### src/rtl/mips_mem_pkg.sv
// Shared types for the data-memory store path: buffered entry layout, drain FSM states, default depth.
package mips_mem_pkg;

    localparam int SB_DEPTH_DEFAULT = 4;

    typedef struct packed {
        logic [29:0] addr;
        logic [31:0] data;
    } sb_entry_t;

    typedef enum logic {
        IDLE = 1'b0,
        REQ  = 1'b1
    } drain_state_t;

endpackage

### src/rtl/sb_fifo.sv
// Circular store FIFO holding {word address, data}; exposes all slots plus pointer/count for matching.
// Latency: push/pop take effect on the next rising edge; contents visible combinationally.
// Backpressure: push ignored while full (even with a same-cycle pop); pop ignored while empty.
module sb_fifo import mips_mem_pkg::*; #(
    parameter int DEPTH = SB_DEPTH_DEFAULT
) (
    input  logic                                 clk,
    input  logic                                 reset,
    input  logic                                 push,
    input  sb_entry_t                            push_entry,
    input  logic                                 pop,
    output sb_entry_t [DEPTH-1:0]                entries,
    output logic      [$clog2(DEPTH)-1:0]        rd_ptr,
    output logic      [$clog2(DEPTH):0]          count,
    output logic                                 full,
    output logic                                 empty
);

    localparam int PW = $clog2(DEPTH);
    localparam int CW = PW + 1;

    sb_entry_t [DEPTH-1:0] store_q;
    logic      [PW-1:0]    wr_ptr;
    logic                  do_push;
    logic                  do_pop;

    assign full    = (count == CW'(DEPTH));
    assign empty   = (count == '0);
    assign do_push = push & ~full;
    assign do_pop  = pop & ~empty;
    assign entries = store_q;

    // Pointers wrap naturally because DEPTH is a power of two.
    always_ff @(posedge clk) begin
        if (!reset) begin
            wr_ptr <= '0;
            rd_ptr <= '0;
            count  <= '0;
        end else begin
            if (do_push) wr_ptr <= wr_ptr + 1'b1;
            if (do_pop)  rd_ptr <= rd_ptr + 1'b1;
            case ({do_push, do_pop})
                2'b10:   count <= count + 1'b1;
                2'b01:   count <= count - 1'b1;
                default: count <= count;
            endcase
        end
    end

    // Slot contents are only meaningful inside the count window, so no reset.
    always_ff @(posedge clk) begin
        if (do_push) store_q[wr_ptr] <= push_entry;
    end

endmodule

### src/rtl/store_buffer.sv
// Store buffer between M stage and data memory; STORE_BUFFER_FWD_EN enables store-to-load forwarding.
// Latency: store accepted on the edge, write request one cycle after the buffer becomes non-empty.
// Backpressure: stallM on store while full; without forwarding also stalls on an address match.
module store_buffer import mips_mem_pkg::*; #(
    parameter int DEPTH = SB_DEPTH_DEFAULT
) (
    input  logic        clk,
    input  logic        reset,
    input  logic        memwriteM,
    input  logic [31:0] aluoutM,
    input  logic [31:0] writedataM,
    output logic [31:0] readdataM,
    output logic        stallM,
    output logic [31:0] mem_raddr,
    input  logic [31:0] mem_rdata,
    output logic        mem_wreq,
    output logic [31:0] mem_waddr,
    output logic [31:0] mem_wdata,
    input  logic        mem_wack
);

    localparam int PW = $clog2(DEPTH);
    localparam int CW = PW + 1;

    drain_state_t          state;
    sb_entry_t [DEPTH-1:0] entries;
    sb_entry_t             new_entry;
    sb_entry_t             oldest;
    logic      [PW-1:0]    rd_ptr;
    logic      [PW-1:0]    idx;
    logic      [CW-1:0]    sb_count;
    logic                  full;
    logic                  empty;
    logic                  push;
    logic                  pop;
    logic                  hit;
    logic                  drain_last;
`ifdef STORE_BUFFER_FWD_EN
    logic      [31:0]      fwd_data;
`endif

    assign new_entry = '{addr: aluoutM[31:2], data: writedataM};
    assign push      = memwriteM & ~stallM;
    assign pop       = mem_wreq & mem_wack;
    assign oldest    = entries[rd_ptr];

    assign mem_raddr = aluoutM;
    assign mem_wreq  = (state == REQ);
    assign mem_waddr = {oldest.addr, 2'b00};
    assign mem_wdata = oldest.data;

    sb_fifo #(.DEPTH(DEPTH)) u_fifo (
        .clk        (clk),
        .reset      (reset),
        .push       (push),
        .push_entry (new_entry),
        .pop        (pop),
        .entries    (entries),
        .rd_ptr     (rd_ptr),
        .count      (sb_count),
        .full       (full),
        .empty      (empty)
    );

    // Walk oldest to youngest so the last match seen is the youngest store.
    always_comb begin
        hit = 1'b0;
        idx = '0;
`ifdef STORE_BUFFER_FWD_EN
        fwd_data = mem_rdata;
`endif
        for (int i = 0; i < DEPTH; i++) begin
            idx = rd_ptr + PW'(i);
            if ((CW'(i) < sb_count) && (entries[idx].addr == aluoutM[31:2])) begin
                hit = 1'b1;
`ifdef STORE_BUFFER_FWD_EN
                fwd_data = entries[idx].data;
`endif
            end
        end
    end

`ifdef STORE_BUFFER_FWD_EN
    assign readdataM = hit ? fwd_data : mem_rdata;
    assign stallM    = memwriteM & full;
`else
    // A store never waits on a match: FIFO order already keeps same-address stores ordered.
    assign readdataM = mem_rdata;
    assign stallM    = memwriteM ? full : hit;
`endif

    assign drain_last = pop && (sb_count == CW'(1)) && !push;

    always_ff @(posedge clk) begin
        if (!reset) begin
            state <= IDLE;
        end else begin
            case (state)
                IDLE:    if (!empty)     state <= REQ;
                REQ:     if (drain_last) state <= IDLE;
                default:                 state <= IDLE;
            endcase
        end
    end

endmodule

### config.mk
export PLATFORM = sky130hd
export DESIGN_NAME = store_buffer
export DESIGN_NICKNAME = d
export VERILOG_FILES = /design/src/rtl/mips_mem_pkg.sv /design/src/rtl/sb_fifo.sv /design/src/rtl/store_buffer.sv
export SDC_FILE = /design/constraint.sdc
export NUM_CORES = 1
export LEC_CHECK = 0
export CAP_MARGIN = 20
export CORE_MARGIN = 2
export CORE_UTILIZATION = 58
export CTS_CLUSTER_DIAMETER = 30
export CTS_CLUSTER_SIZE = 16
export DETAILED_ROUTE_END_ITERATION = 16
export PLACE_DENSITY = 0.95
export SETUP_SLACK_MARGIN = 0.4
export SYNTH_ARGS = -nofsm -noshare
export SYNTH_HDL_FRONTEND = slang
export SYNTH_HIERARCHICAL = 1
export SYNTH_SLANG_ARGS = --single-unit
### constraint.sdc
create_clock -name clk -period 5.3 [get_ports clk]
set_input_delay 1.06 -clock clk [delete_from_list [all_inputs] [get_ports clk]]
set_output_delay 1.06 -clock clk [all_outputs]
set_load 0.02 [all_outputs]
==> PnR_summary.wiki, run 1 <==
{| class="wikitable"
! Metric !! Value
|-
| Die ar. || 25,200 um^2
|-
| Storage element area || 7610 um^2
|-
| Clock insertion delay at the later pin of the skew report || 0.56 ns
|-
| CTS tree || yes
|-
| Number of filler cells placed in the layout || 1,415
|-
| Cell types with the largest area share after synthesis || sky130_fd_sc_hd__edfxtp_1, sky130_fd_sc_hd__mux4_2, sky130_fd_sc_hd__mux2i_1
|-
| Share of the synthesized area in compound gates (AO/OA/AOI/OAI) || 4.07%
|-
| Number of levels in the clock H-tree || 2
|-
| # DRC || 0
|-
| Pin count of the biggest net entering global routing || 63
|-
| Hold EP || u_fifo/wr_ptr[0]
|-
| Global-route wire length before repair || 56,300 um
|-
| Vias in the first global route || 9,130
|-
| Run status || finished, final reports clean
|-
| NumNets Final || 1,159
|-
| CP Launch Type || flip-flop
|-
| Slew Limit Fails || 0
|-
| Inserted Clock Buffers || 47
|-
| Count of standard-cell rows || 56
|-
| Main combinational cell family by area after synthesis || multiplexers
|-
| RSZ-0062 raised after global routing || false
|-
| Post-layout worst setup margin || 0.496 ns
|-
| Sum of routed wire length over all layers || 37,400 um
|-
| VDD IR-drop max || 0.476 mV
|-
| Top-area cell type share of the netlist area || 53.6%
|-
| Clock Sinks || 256
|-
| Cell Pwr Density || 390 nW/um^2
|-
| Hold crit path type || flip-flop to flip-flop
|-
| CP Data Required Time || 4.24 ns
|-
| Share of final-layout standard cells stronger than drive strength 1 || 23.4%
|-
| Final Skew || 0.0262 ns
|-
| Critical Path Fanout Max || 12
|-
| GRT Total Usage || 29.6%
|-
| Maximum frequency from static timing analysis || 208 MHz
|-
| Beginning of the worst hold path || u_fifo/wr_ptr[0]
|-
| Synthesized area per cell || 15.3 um^2
|-
| Number of antenna violations at the first check in global routing || 1
|-
| Post-synth ARST share || 0%
|-
| Standby leakage power || 5.48 nW
|-
| Maximum clock insertion buffer count || 3
|-
| Overall die height || 159 um
|-
| Number of flip-flops and latches in the synthesized netlist || 256
|-
| Share of synthesized area occupied by flip-flops and latches || 54.8%
|-
| Slowest CP cell || sky130_fd_sc_hd__mux4_1
|-
| Top-level port count || 230
|-
| Total number of vias || 8,992
|-
| Adder and majority cell fraction of the synthesized area || 0.595%
|-
| Antenna-violating nets left || 0
|-
| Max stage delay on crit path || 0.59 ns
|-
| Number of buffer cells added on primary ports || 159
|-
| First-pass iteration count of the detailed router || 7
|-
| Fraction of the mapped netlist area in simple logic gates || 3.92%
|-
| Detailed-placement wirelength estimate || 23,600 um
|-
| Root Buffer Master || sky130_fd_sc_hd__clkbuf_16
|-
| Post-layout power || 6.73 mW
|-
| Portion of netlist area occupied by mux cells || 23.4%
|-
| R2R cell count || 5
|-
| Area leader, netlist || sky130_fd_sc_hd__edfxtp_1
|-
| Endpoint of the worst-slack reg-to-reg timing path || u_fifo/entries[117]
|-
| Reg2reg setup slack || 2.30 ns
|-
| Worst slack, placed || 0.242 ns
|-
| Post-synthesis instance total || 906
|-
| CTS clk-pin slew, worst paths || 0.04 ns
|-
| Routed wirelength normalized by instance count || 26.5 um
|-
| Yosys synthesis warning count || 6
|-
| Max-capacitance violation count || 0
|-
| Setup crit end kind || output pin
|-
| RePlAce Congestion || 1.00
|-
| Multi-input gate area in the final layout || 5380 um^2
|-
| Critical path data arrival time || 3.74 ns
|-
| Primary FF master, synth || sky130_fd_sc_hd__edfxtp_1
|-
| Detailed router's first-iteration violation count || 936
|-
| CORE AREA || 23,500 um^2
|-
| Xor and xnor area share after synthesis || 6.37%
|-
| Critical register-to-register path startpoint || u_fifo/count[2]
|-
| Number of vias per cell after detailed routing || 6.37
|-
| Worst setup path category || flip-flop to output pin
|-
| Cell area after synthesis || 13,900 um^2
|-
| Share of the cycle needed by the critical path after routing || 90.6%
|-
| Actual slew at the worst max-slew pin || 0.818 ns
|-
| Time the final worst path needs with I/O delays and setup || 4.80 ns
|-
| Unique cell type count in the Yosys netlist || 62
|-
| Chip width || 159 um
|-
| Hold Violations, Final || 0
|-
| EDFF count, synth || 248
|-
| Worst-case headroom to the max-slew limit || 45.5%
|-
| Number of antenna cells inserted || 0
|-
| Growth of design area from synthesis to finish || 24.4%
|-
| Critical path, cell by cell || buf_6 > mux4_1 > xor2_1 > nor4_2 > nand3_1 > or4_1 > a31oi_1 > dlygate4sd2_1
|-
| Count of cells along the worst hold path || 2
|-
| Starting utilization of the core area || 59.2%
|-
| Remaining Overflow, GRT || 0
|-
| Setup TNS || 0 ns
|-
| Final count of negative-setup-slack endpoints || 0
|}
critical path, delay by kind of cell, from the launching register on:
kind                      cells  cell delay, ns
and+or+nand+nor               3            0.96
buffers and inverters         2            0.62
muxes                         1            0.59
DFF                           1            0.52
AOI/OAI and AO/OA             1            0.28
xor gates and xnor gates      1            0.24
report_power, final:
| part | internal [mW] | switching [mW] | leakage, nW |
|---|---|---|---|
| Clock | 1.98 | 1.07 | 0.788 |
| Combinational | 0.534 | 0.670 | 2.34 |
| Sequential | 2.39 | 0.0867 | 2.34 |
| Total | 4.91 | 1.82 | 5.48 |
timing repair:
| action | CTS | global route |
|---|---|---|
| setup endpoints to repair | 1 | 1 |
| cloned | 1 | 0 |
| hold buffers | 0 | 0 |
| endpoints found under the hold margin | 0 | 0 |
| buffers inserted | 2 | 7 |
| resized for setup | 8 | 3 |
cell usage in the layout (no fill, tap or decap), types with 7 or more instances in the layout:
cell type,instances
sky130_fd_sc_hd__o21ai_0,10
sky130_fd_sc_hd__buf_4,56
sky130_fd_sc_hd__o22ai_1,10
sky130_fd_sc_hd__a21oi_1,16
sky130_fd_sc_hd__clkinv_2,9
sky130_fd_sc_hd__clkdlybuf4s50_1,158
sky130_fd_sc_hd__edfxtp_1,248
sky130_fd_sc_hd__nor2_1,18
sky130_fd_sc_hd__xnor2_1,68
sky130_fd_sc_hd__mux2i_1,125
sky130_fd_sc_hd__xor2_1,32
sky130_fd_sc_hd__clkbuf_16,48
sky130_fd_sc_hd__nand4_1,12
sky130_fd_sc_hd__mux4_2,74
sky130_fd_sc_hd__o2111ai_1,9
sky130_fd_sc_hd__mux2i_2,7
sky130_fd_sc_hd__inv_1,9
sky130_fd_sc_hd__nor4_1,10
sky130_fd_sc_hd__nand2_1,24
sky130_fd_sc_hd__mux2_2,11
worst max path at each step:
| stage | startpoint | endpoint | depth (start not counted) |
|---|---|---|---|
| 2_1_floorplan | aluoutM[3] | stallM | 7 |
| 3_3_place_gp | aluoutM[29] | stallM | 9 |
| 3_5_place_dp | aluoutM[29] | stallM | 9 |
| 4_1_cts | u_fifo/rd_ptr[1] | stallM | 10 |
| 5_1_grt | u_fifo/rd_ptr[0] | stallM | 8 |
| 6_report | u_fifo/rd_ptr[0] | stallM | 8 |
cells by family (layout without fill, tap and decap cells):
family | Yosys count | after routing
and+or+nand+nor | 101 | 101
adders and majority gates | 6 | 6
other | 1 | 2
muxes | 222 | 222
AOI/OAI and AO/OA | 81 | 81
xor gates and xnor gates | 101 | 101
DFF | 256 | 256
buffers and inverters | 138 | 323
stage by stage:
stage / hold slack [ns] / util, % / cells / area, um^2
4_1_cts: 0.522 / 73.3 / 1404 / 17200
6_report: 0.527 / 73.6 / 1411 / 17300
5_1_grt: 0.528 / 73.6 / 1411 / 17300
3_5_place_dp: 0.517 / 65.9 / 1313 / 15500
2_1_floorplan: 0.462 / - / 907 / 13900
3_3_place_gp: 0.482 / 65.9 / 1313 / 15500
layer usage:
metal  part of all wire [%]  wire length, um  global-route usage (%)
met1                     36            13500                    36.8
met2                     49            18400                    48.9
met3                     11             3970                    8.49
met4                    4.1             1540                    11.9
met5                  0.035               13                       0
area by class of cell:
| cell class | count | area share, % |
|---|---|---|
| Tap cell | 319 | 2.31 |
| Multi-Input combinational cell | 513 | 31.2 |
| Timing Repair Buffer | 224 | 12.7 |
| Inverter | 11 | 0.239 |
| Clock buffer | 53 | 7.12 |
| Clock inverter | 35 | 2.35 |
| Sequential cell | 256 | 44.1 |
synthesized netlist by cell type, types with 2 or more instances:
cell and instances:
sky130_fd_sc_hd__edfxtp_1 248, sky130_fd_sc_hd__mux2i_1 129, sky130_fd_sc_hd__buf_4 76, sky130_fd_sc_hd__mux4_2 74, sky130_fd_sc_hd__xnor2_1 69, sky130_fd_sc_hd__xor2_1 32, sky130_fd_sc_hd__nand2_1 24, sky130_fd_sc_hd__clkbuf_1 21
sky130_fd_sc_hd__nor2_1 18, sky130_fd_sc_hd__a21oi_1 16, sky130_fd_sc_hd__nor4_1 13, sky130_fd_sc_hd__buf_6 12, sky130_fd_sc_hd__nand4_1 12, sky130_fd_sc_hd__buf_2 11, sky130_fd_sc_hd__mux2_2 11, sky130_fd_sc_hd__o21ai_0 10
sky130_fd_sc_hd__o22ai_1 10, sky130_fd_sc_hd__inv_1 9, sky130_fd_sc_hd__o2111ai_1 9, sky130_fd_sc_hd__and2_1 8, sky130_fd_sc_hd__dfxtp_1 8, sky130_fd_sc_hd__a211oi_1 6, sky130_fd_sc_hd__a22oi_1 6, sky130_fd_sc_hd__nand3_1 6
sky130_fd_sc_hd__ha_1 5, sky130_fd_sc_hd__o211ai_1 5, sky130_fd_sc_hd__a31oi_1 4, sky130_fd_sc_hd__buf_1 4, sky130_fd_sc_hd__mux4_1 4, sky130_fd_sc_hd__nor2b_1 4, sky130_fd_sc_hd__mux2i_2 3, sky130_fd_sc_hd__nor3_1 3
sky130_fd_sc_hd__or3_1 3, sky130_fd_sc_hd__a21boi_1 2, sky130_fd_sc_hd__a221oi_1 2, sky130_fd_sc_hd__a2bb2oi_1 2, sky130_fd_sc_hd__buf_12 2
registers in the layout, summed over array words and instances (netlist names):
name,count
u_fifo/entries,248
u_fifo/wr_ptr,2
u_fifo/rd_ptr,2
u_fifo/count,3
mem_wreq,1
Power figures use the tool's default switching activity.
==> run 2: changes to the inputs <==
- ABC_AREA: unset -> 1
- CORE_UTILIZATION: 58 -> 59
- clock period: 5.3 -> 6.13 ns (I/O delays scaled with it)
==> run 2 against run 1 <==
Wire length is 12% higher; via count is 53% higher; critical path depth is 6 higher; synthesized cell count is 100% higher; utilization is 0.76 points lower; worst setup slack better by 0.12 ns; global-route usage is 2.2 points higher.
==> PnR_summary.wiki, run 2 <==
{| class="wikitable"
! Metric !! Value
|-
| Starting utilization of the core area || 60.2%
|-
| # DRC || 0
|-
| Commonest cells after routing, fill and taps aside || sky130_fd_sc_hd__nand2_1, sky130_fd_sc_hd__nand3_1, sky130_fd_sc_hd__edfxtp_1
|-
| Post-CTS setup-driven buffer insertion count || 0
|-
| Detailed router's first-iteration violation count || 1,652
|-
| Cell Pwr Density || 348 nW/um^2
|-
| Number of vias per cell after detailed routing || 5.98
|-
| Worst slack, placed || 1.31 ns
|-
| Number of antenna cells inserted || 0
|-
| Run status || finished, final reports clean
|-
| Routed wirelength normalized by instance count || 18.2 um
|-
| Worst setup path category || flip-flop to output pin
|-
| Clock Sinks || 256
|-
| Worst-case headroom to the max-slew limit || 27.5%
|-
| CP Data Required Time || 4.90 ns
|-
| Number of antenna violations at the first check in global routing || 0
|-
| Inserted Clock Buffers || 49
|-
| Number of levels in the clock H-tree || 2
|-
| Root Buffer Master || sky130_fd_sc_hd__clkbuf_16
|-
| Top-count cell post-synth || sky130_fd_sc_hd__nand2_1
|-
| Die ar. || 26,200 um^2
|-
| CP Launch Type || flip-flop
|-
| Area leader, netlist || sky130_fd_sc_hd__edfxtp_1
|-
| CTS clk-pin slew, worst paths || 0.05 ns
|-
| Maximum clock insertion buffer count || 3
|-
| Post-layout worst setup margin || 0.619 ns
|-
| Final count of negative-setup-slack endpoints || 0
|-
| Max stage delay on crit path || 0.68 ns
|-
| Critical path data arrival time || 4.29 ns
|-
| Critical path, cell by cell || buf_4 > buf_4 > nand3_1 > nand2_1 > nand2_1 > o21ai_0 > nor2_1 > nand2_1 > nor2_1 > nand2_1 > nand3_1 > nor2_1 > nor2_1 > clkdlybuf4s50_1
|-
| Crit path buf inv count || 3
|-
| Max reg flops || 248
|-
| Setup crit end kind || output pin
|-
| Most common cell after layout, fill and taps aside || sky130_fd_sc_hd__nand2_1
|-
| Clock insertion delay at the later pin of the skew report || 0.54 ns
|-
| Unique cell type count in the Yosys netlist || 29
|-
| Maximum frequency from static timing analysis || 181 MHz
|-
| Remaining Overflow, GRT || 0
|-
| Slowest CP cell || sky130_fd_sc_hd__buf_4
|-
| Pin count of the biggest net entering global routing || 158
|-
| Overall die height || 162 um
|-
| CTS tree || yes
|-
| Slew Limit Fails || 0
|-
| Hold crit path type || flip-flop to flip-flop
|-
| Synthesized area per cell || 7.92 um^2
|-
| RePlAce Congestion || 0.962
|-
| Most frequent cells after synthesis || sky130_fd_sc_hd__nand2_1, sky130_fd_sc_hd__nand3_1, sky130_fd_sc_hd__edfxtp_1, sky130_fd_sc_hd__inv_1, sky130_fd_sc_hd__buf_4
|-
| VDD IR-drop max || 0.332 mV
|-
| Primary FF master, synth || sky130_fd_sc_hd__edfxtp_1
|-
| Post-synth ARST share || 0%
|-
| Share of the cycle needed by the critical path after routing || 89.9%
|-
| Setup TNS || 0 ns
|-
| Standby leakage power || 7.80 nW
|-
| Antenna-violating nets left || 0
|-
| Post-synthesis instance total || 1,855
|-
| Global-route wire length before repair || 66,000 um
|-
| Max-capacitance violation count || 0
|-
| Worst slack on hold paths || 0.533 ns
|-
| RSZ-0062 raised after global routing || false
|-
| Critical Path Fanout Max || 80
|-
| EDFF count, synth || 248
|-
| Count of standard-cell rows || 57
|-
| Vias in the first global route || 13.3k
|-
| Chip width || 162 um
|-
| Hold Violations, Final || 0
|-
| Total number of vias || 13.8k
|-
| Cell family contributing the most delay on the critical path || buffers and inverters
|-
| Number of filler cells placed in the layout || 1,636
|-
| CORE AREA || 24,400 um^2
|-
| Cell area after synthesis || 14,700 um^2
|-
| NumNets Final || 2,045
|-
| Sum of routed wire length over all layers || 41,800 um
|-
| Time the final worst path needs with I/O delays and setup || 5.51 ns
|-
| Number of buffer cells added on primary ports || 159
|-
| First-pass iteration count of the detailed router || 7
|-
| Share of final-layout standard cells stronger than drive strength 1 || 5.46%
|-
| Actual slew at the worst max-slew pin || 1.09 ns
|-
| Top-area cell type share of the netlist area || 50.7%
|-
| GRT Total Usage || 31.7%
|-
| Share of synthesized area occupied by flip-flops and latches || 51.8%
|-
| Cell types with the largest area share after synthesis || sky130_fd_sc_hd__edfxtp_1, sky130_fd_sc_hd__nand2_1, sky130_fd_sc_hd__nand3_1
|-
| Detailed-placement wirelength estimate || 25,500 um
|-
| Yosys synthesis warning count || 6
|-
| Final Skew || 0.0126 ns
|-
| Number of flip-flops and latches in the synthesized netlist || 256
|-
| Top-level port count || 230
|-
| Growth of design area from synthesis to finish || 20.9%
|}
==> run 2: logic make-up (layout without fill, tap and decap cells) <==
group	count (synthesis)	in the layout	share of synthesized area, %
simple gates	1216	1216	34.4
buf+inv	293	415	9.69
flops	256	256	51.8
compound gates	77	77	3.23
fa+ha+maj	6	6	0.562
xor+xnor	6	6	0.358
other cells	1	2	0.0255
==> run 2: worst min-delay path, cell delays in order, from the launching register on <==
cell	delay, ns
sky130_fd_sc_hd__dfxtp_1	0.34
sky130_fd_sc_hd__nand2_1	0.09
sky130_fd_sc_hd__a21oi_1	0.06
==> run 2: cell type report <==
class / instances / area (um^2) / area share, %
repair buffers: 175 / 1810 / 10.2
flip-flops and latches: 256 / 7610 / 42.9
multi-input cells: 1307 / 5690 / 32.1
clock inverters: 34 / 380 / 2.14
clock buffers: 56 / 1290 / 7.29
well taps: 324 / 405 / 2.28
inverters: 150 / 568 / 3.20
==> run 2: worst paths after layout <==
kind	start	endpoint	slack, ns	depth (start not counted)
max	u_fifo/rd_ptr[1]	stallM	0.62	14
min	u_fifo/wr_ptr[0]	u_fifo/wr_ptr[0]	0.53	2
max reg2reg	u_fifo/count[0]	u_fifo/entries[87]	3.16	7
min reg2reg	u_fifo/wr_ptr[0]	u_fifo/wr_ptr[0]	0.53	2
==> run 2: stage by stage <==
step / instances / total power, mW / util (%) / area [um^2]
2_1_floorplan: 1856 / 2.99 / - / 14700
6_report: 2302 / 6.17 / 72.8 / 17800
5_1_grt: 2302 / 6.40 / 72.8 / 17800
3_3_place_gp: 2209 / 3.38 / 65.6 / 16000
3_5_place_dp: 2211 / 3.43 / 65.8 / 16100
4_1_cts: 2301 / 6.15 / 72.7 / 17700
==> run 2: repair_timing <==
action,in CTS,in global routing
gates resized for setup,0,1
setup endpoints to repair,0,1
hold buffers,0,0
==> run 2: metal layers <==
| metal | GRT usage [%] | up-vias | part of all wire (%) |
|---|---|---|---|
| met5 | 0 | - | 0 |
| met2 | 53.2 | 1068 | 48 |
| met3 | 6.79 | 223 | 12 |
| met4 | 17.2 | 0 | 5.3 |
| met1 | 38.5 | 6211 | 35 |
| li1 | - | 6259 | - |
==> run 2: power breakdown <==
| group | total, mW | switching, mW | internal, mW |
|---|---|---|---|
| registers | 2.10 | 0.0539 | 2.05 |
| logic | 1.36 | 0.895 | 0.460 |
| clock network | 2.71 | 0.906 | 1.81 |
| total | 6.17 | 1.85 | 4.32 |
==> run 3: changes to the inputs <==
- CORE_UTILIZATION: 59 -> 65
- DONT_BUFFER_PORTS: unset -> 1
- GPL_ROUTABILITY_DRIVEN: unset -> 0
- PLACE_DENSITY: 0.95 -> 0.91
==> run 3 against run 2 <==
First-iteration DRC count fell by 13%; sequential power barely moved; flip-flop and latch count did not move; maximum frequency rose by 9.1%; non-clock buffer count fell by 158; clock-buffer cell count fell by 4; die area fell by 9.0%; hold slack got worse by 0.029 ns; critical path depth rose by 1; critical endpoint unchanged.
==> PnR_summary.wiki, run 3 (synthesis results as in run 2) <==
{| class="wikitable"
! Metric !! Value
|-
| Number of buffer cells added on primary ports || 0
|-
| Critical path data arrival time || 3.82 ns
|-
| Actual slew at the worst max-slew pin || 1.03 ns
|-
| Hold buffers post-CTS || 0
|-
| Detailed-placement wirelength estimate || 23,500 um
|-
| Critical Path Fanout Max || 50
|-
| Post-cts resize count || 0
|-
| Die ar. || 23,800 um^2
|-
| Final Skew || 0.0309 ns
|-
| Number of antenna violations at the first check in global routing || 0
|-
| Maximum frequency from static timing analysis || 198 MHz
|-
| R2R cell count || 7
|-
| Vias in the first global route || 12.5k
|-
| Standby leakage power || 7.21 nW
|-
| # DRC || 0
|-
| Inserted Clock Buffers || 48
|-
| Clock Sinks || 256
|-
| Hold crit path type || flip-flop to flip-flop
|-
| Overall die height || 154 um
|-
| Count of cells along the worst hold path || 2
|-
| Sum of routed wire length over all layers || 38,400 um
|-
| Detailed router's first-iteration violation count || 1,435
|-
| Top-level port count || 230
|-
| Pin count of the biggest net entering global routing || 82
|-
| Starting utilization of the core area || 65.5%
|-
| Time the final worst path needs with I/O delays and setup || 5.05 ns
|-
| Global-route wire length before repair || 60,400 um
|-
| CTS clk-pin slew, worst paths || 0.06 ns
|-
| Antenna-violating nets left || 0
|-
| Run status || finished, final reports clean
|-
| Routed wirelength normalized by instance count || 18.3 um
|-
| Hold Violations, Final || 0
|-
| Growth of design area from synthesis to finish || 9.87%
|-
| CP Launch Type || flip-flop
|-
| Share of the cycle needed by the critical path after routing || 82.4%
|-
| Max reg flops || 248
|-
| Most common cell after layout, fill and taps aside || sky130_fd_sc_hd__nand2_1
|-
| GRT Total Usage || 32.1%
|-
| Setup crit end kind || output pin
|-
| CTS tree || yes
|-
| Worst-case headroom to the max-slew limit || 30.9%
|-
| Commonest cells after routing, fill and taps aside || sky130_fd_sc_hd__nand2_1, sky130_fd_sc_hd__nand3_1, sky130_fd_sc_hd__edfxtp_1
|-
| Post-CTS setup-driven buffer insertion count || 0
|-
| Cell Pwr Density || 372 nW/um^2
|-
| VDD IR-drop max || 0.374 mV
|-
| Maximum clock insertion buffer count || 3
|-
| Total number of vias || 12.8k
|-
| NumNets Final || 1,886
|-
| Post-layout worst setup margin || 1.08 ns
|-
| Worst setup path category || flip-flop to output pin
|-
| CORE AREA || 22,400 um^2
|-
| Max-capacitance violation count || 0
|-
| Worst slack, placed || 1.84 ns
|-
| First-pass iteration count of the detailed router || 6
|-
| Number of vias per cell after detailed routing || 6.10
|-
| Root Buffer Master || sky130_fd_sc_hd__clkbuf_16
|-
| Chip width || 154 um
|-
| Count of standard-cell rows || 55
|-
| Setup TNS || 0 ns
|-
| Number of levels in the clock H-tree || 2
|-
| Remaining Overflow, GRT || 0
|-
| RSZ-0062 raised after global routing || false
|-
| CP Data Required Time || 4.90 ns
|-
| Share of final-layout standard cells stronger than drive strength 1 || 6.27%
|-
| Slew Limit Fails || 0
|-
| Clock insertion delay at the later pin of the skew report || 0.57 ns
|-
| Number of filler cells placed in the layout || 1,548
|-
| Number of antenna cells inserted || 0
|-
| Final count of negative-setup-slack endpoints || 0
|}
[run 3: final timing paths]
check	endpoint	slack, ns	from
setup / recovery	stallM	1.08	u_fifo/rd_ptr[1]
hold reg to reg	u_fifo/wr_ptr[0]	0.50	u_fifo/wr_ptr[0]
hold / removal	u_fifo/wr_ptr[0]	0.50	u_fifo/wr_ptr[0]
setup reg to reg	u_fifo/entries[155]	3.11	u_fifo/count[0]
[run 3: metal layers]
metal / part of all wire, % / vias up / wire length [um] / GRT usage (%)
li1: - / 5930 / - / -
met1: 35 / 5848 / 13300 / 36.8
met2: 47 / 861 / 18200 / 52.9
met3: 12 / 197 / 4720 / 10.1
met4: 5.7 / 0 / 2200 / 19.4
met5: 0 / - / 0 / 0
[run 3: metrics by stage]
stage          area [um^2]  power, mW  instances  hold slack [ns]  util, %
2_1_floorplan        14700       2.99       1856            0.464        -
4_1_cts              16100       6.00       2103            0.502     72.0
3_3_place_gp         14300       3.11       2013            0.486     63.9
5_1_grt              16100       6.21       2103            0.534     72.0
3_5_place_dp         14400       3.15       2015            0.496     64.1
6_report             16100       6.01       2103            0.504     72.0
[run 3: area by class of cell]
type                            count  area [um^2]  share of cell area [%]
Tap cell                          285          357                    2.21
Clock inverter                     36          515                    3.19
Sequential cell                   256         7610                    47.2
Multi-Input combinational cell   1307         5690                    35.3
Timing Repair Buffer               17          155                   0.961
Inverter                          150          568                    3.52
Clock buffer                       52         1240                    7.67
[run 3: report_power, final]
group          switching [mW]  internal [mW]  total, mW  leakage (nW)
combinational           0.788          0.267       1.05          4.01
sequential             0.0503           2.05       2.10          2.34
clock                   0.946           1.91       2.85         0.853
total                    1.78           4.22       6.01          7.21
[run 3: critical path, stage by stage, from the launching register on]
cell	delay, ns
sky130_fd_sc_hd__dfxtp_4	0.72
sky130_fd_sc_hd__nand2_1	0.14
sky130_fd_sc_hd__nand2_2	0.71
sky130_fd_sc_hd__buf_4	0.35
sky130_fd_sc_hd__nand2_1	0.10
sky130_fd_sc_hd__nand2_1	0.09
sky130_fd_sc_hd__nand2_1	0.05
sky130_fd_sc_hd__nand2_1	0.09
sky130_fd_sc_hd__nand2_1	0.12
sky130_fd_sc_hd__nor2_1	0.13
sky130_fd_sc_hd__nand2_1	0.09
sky130_fd_sc_hd__nor2_1	0.09
sky130_fd_sc_hd__nand2_1	0.08
sky130_fd_sc_hd__nand3_1	0.07
sky130_fd_sc_hd__nor2_1	0.09
sky130_fd_sc_hd__nor2_1	0.33
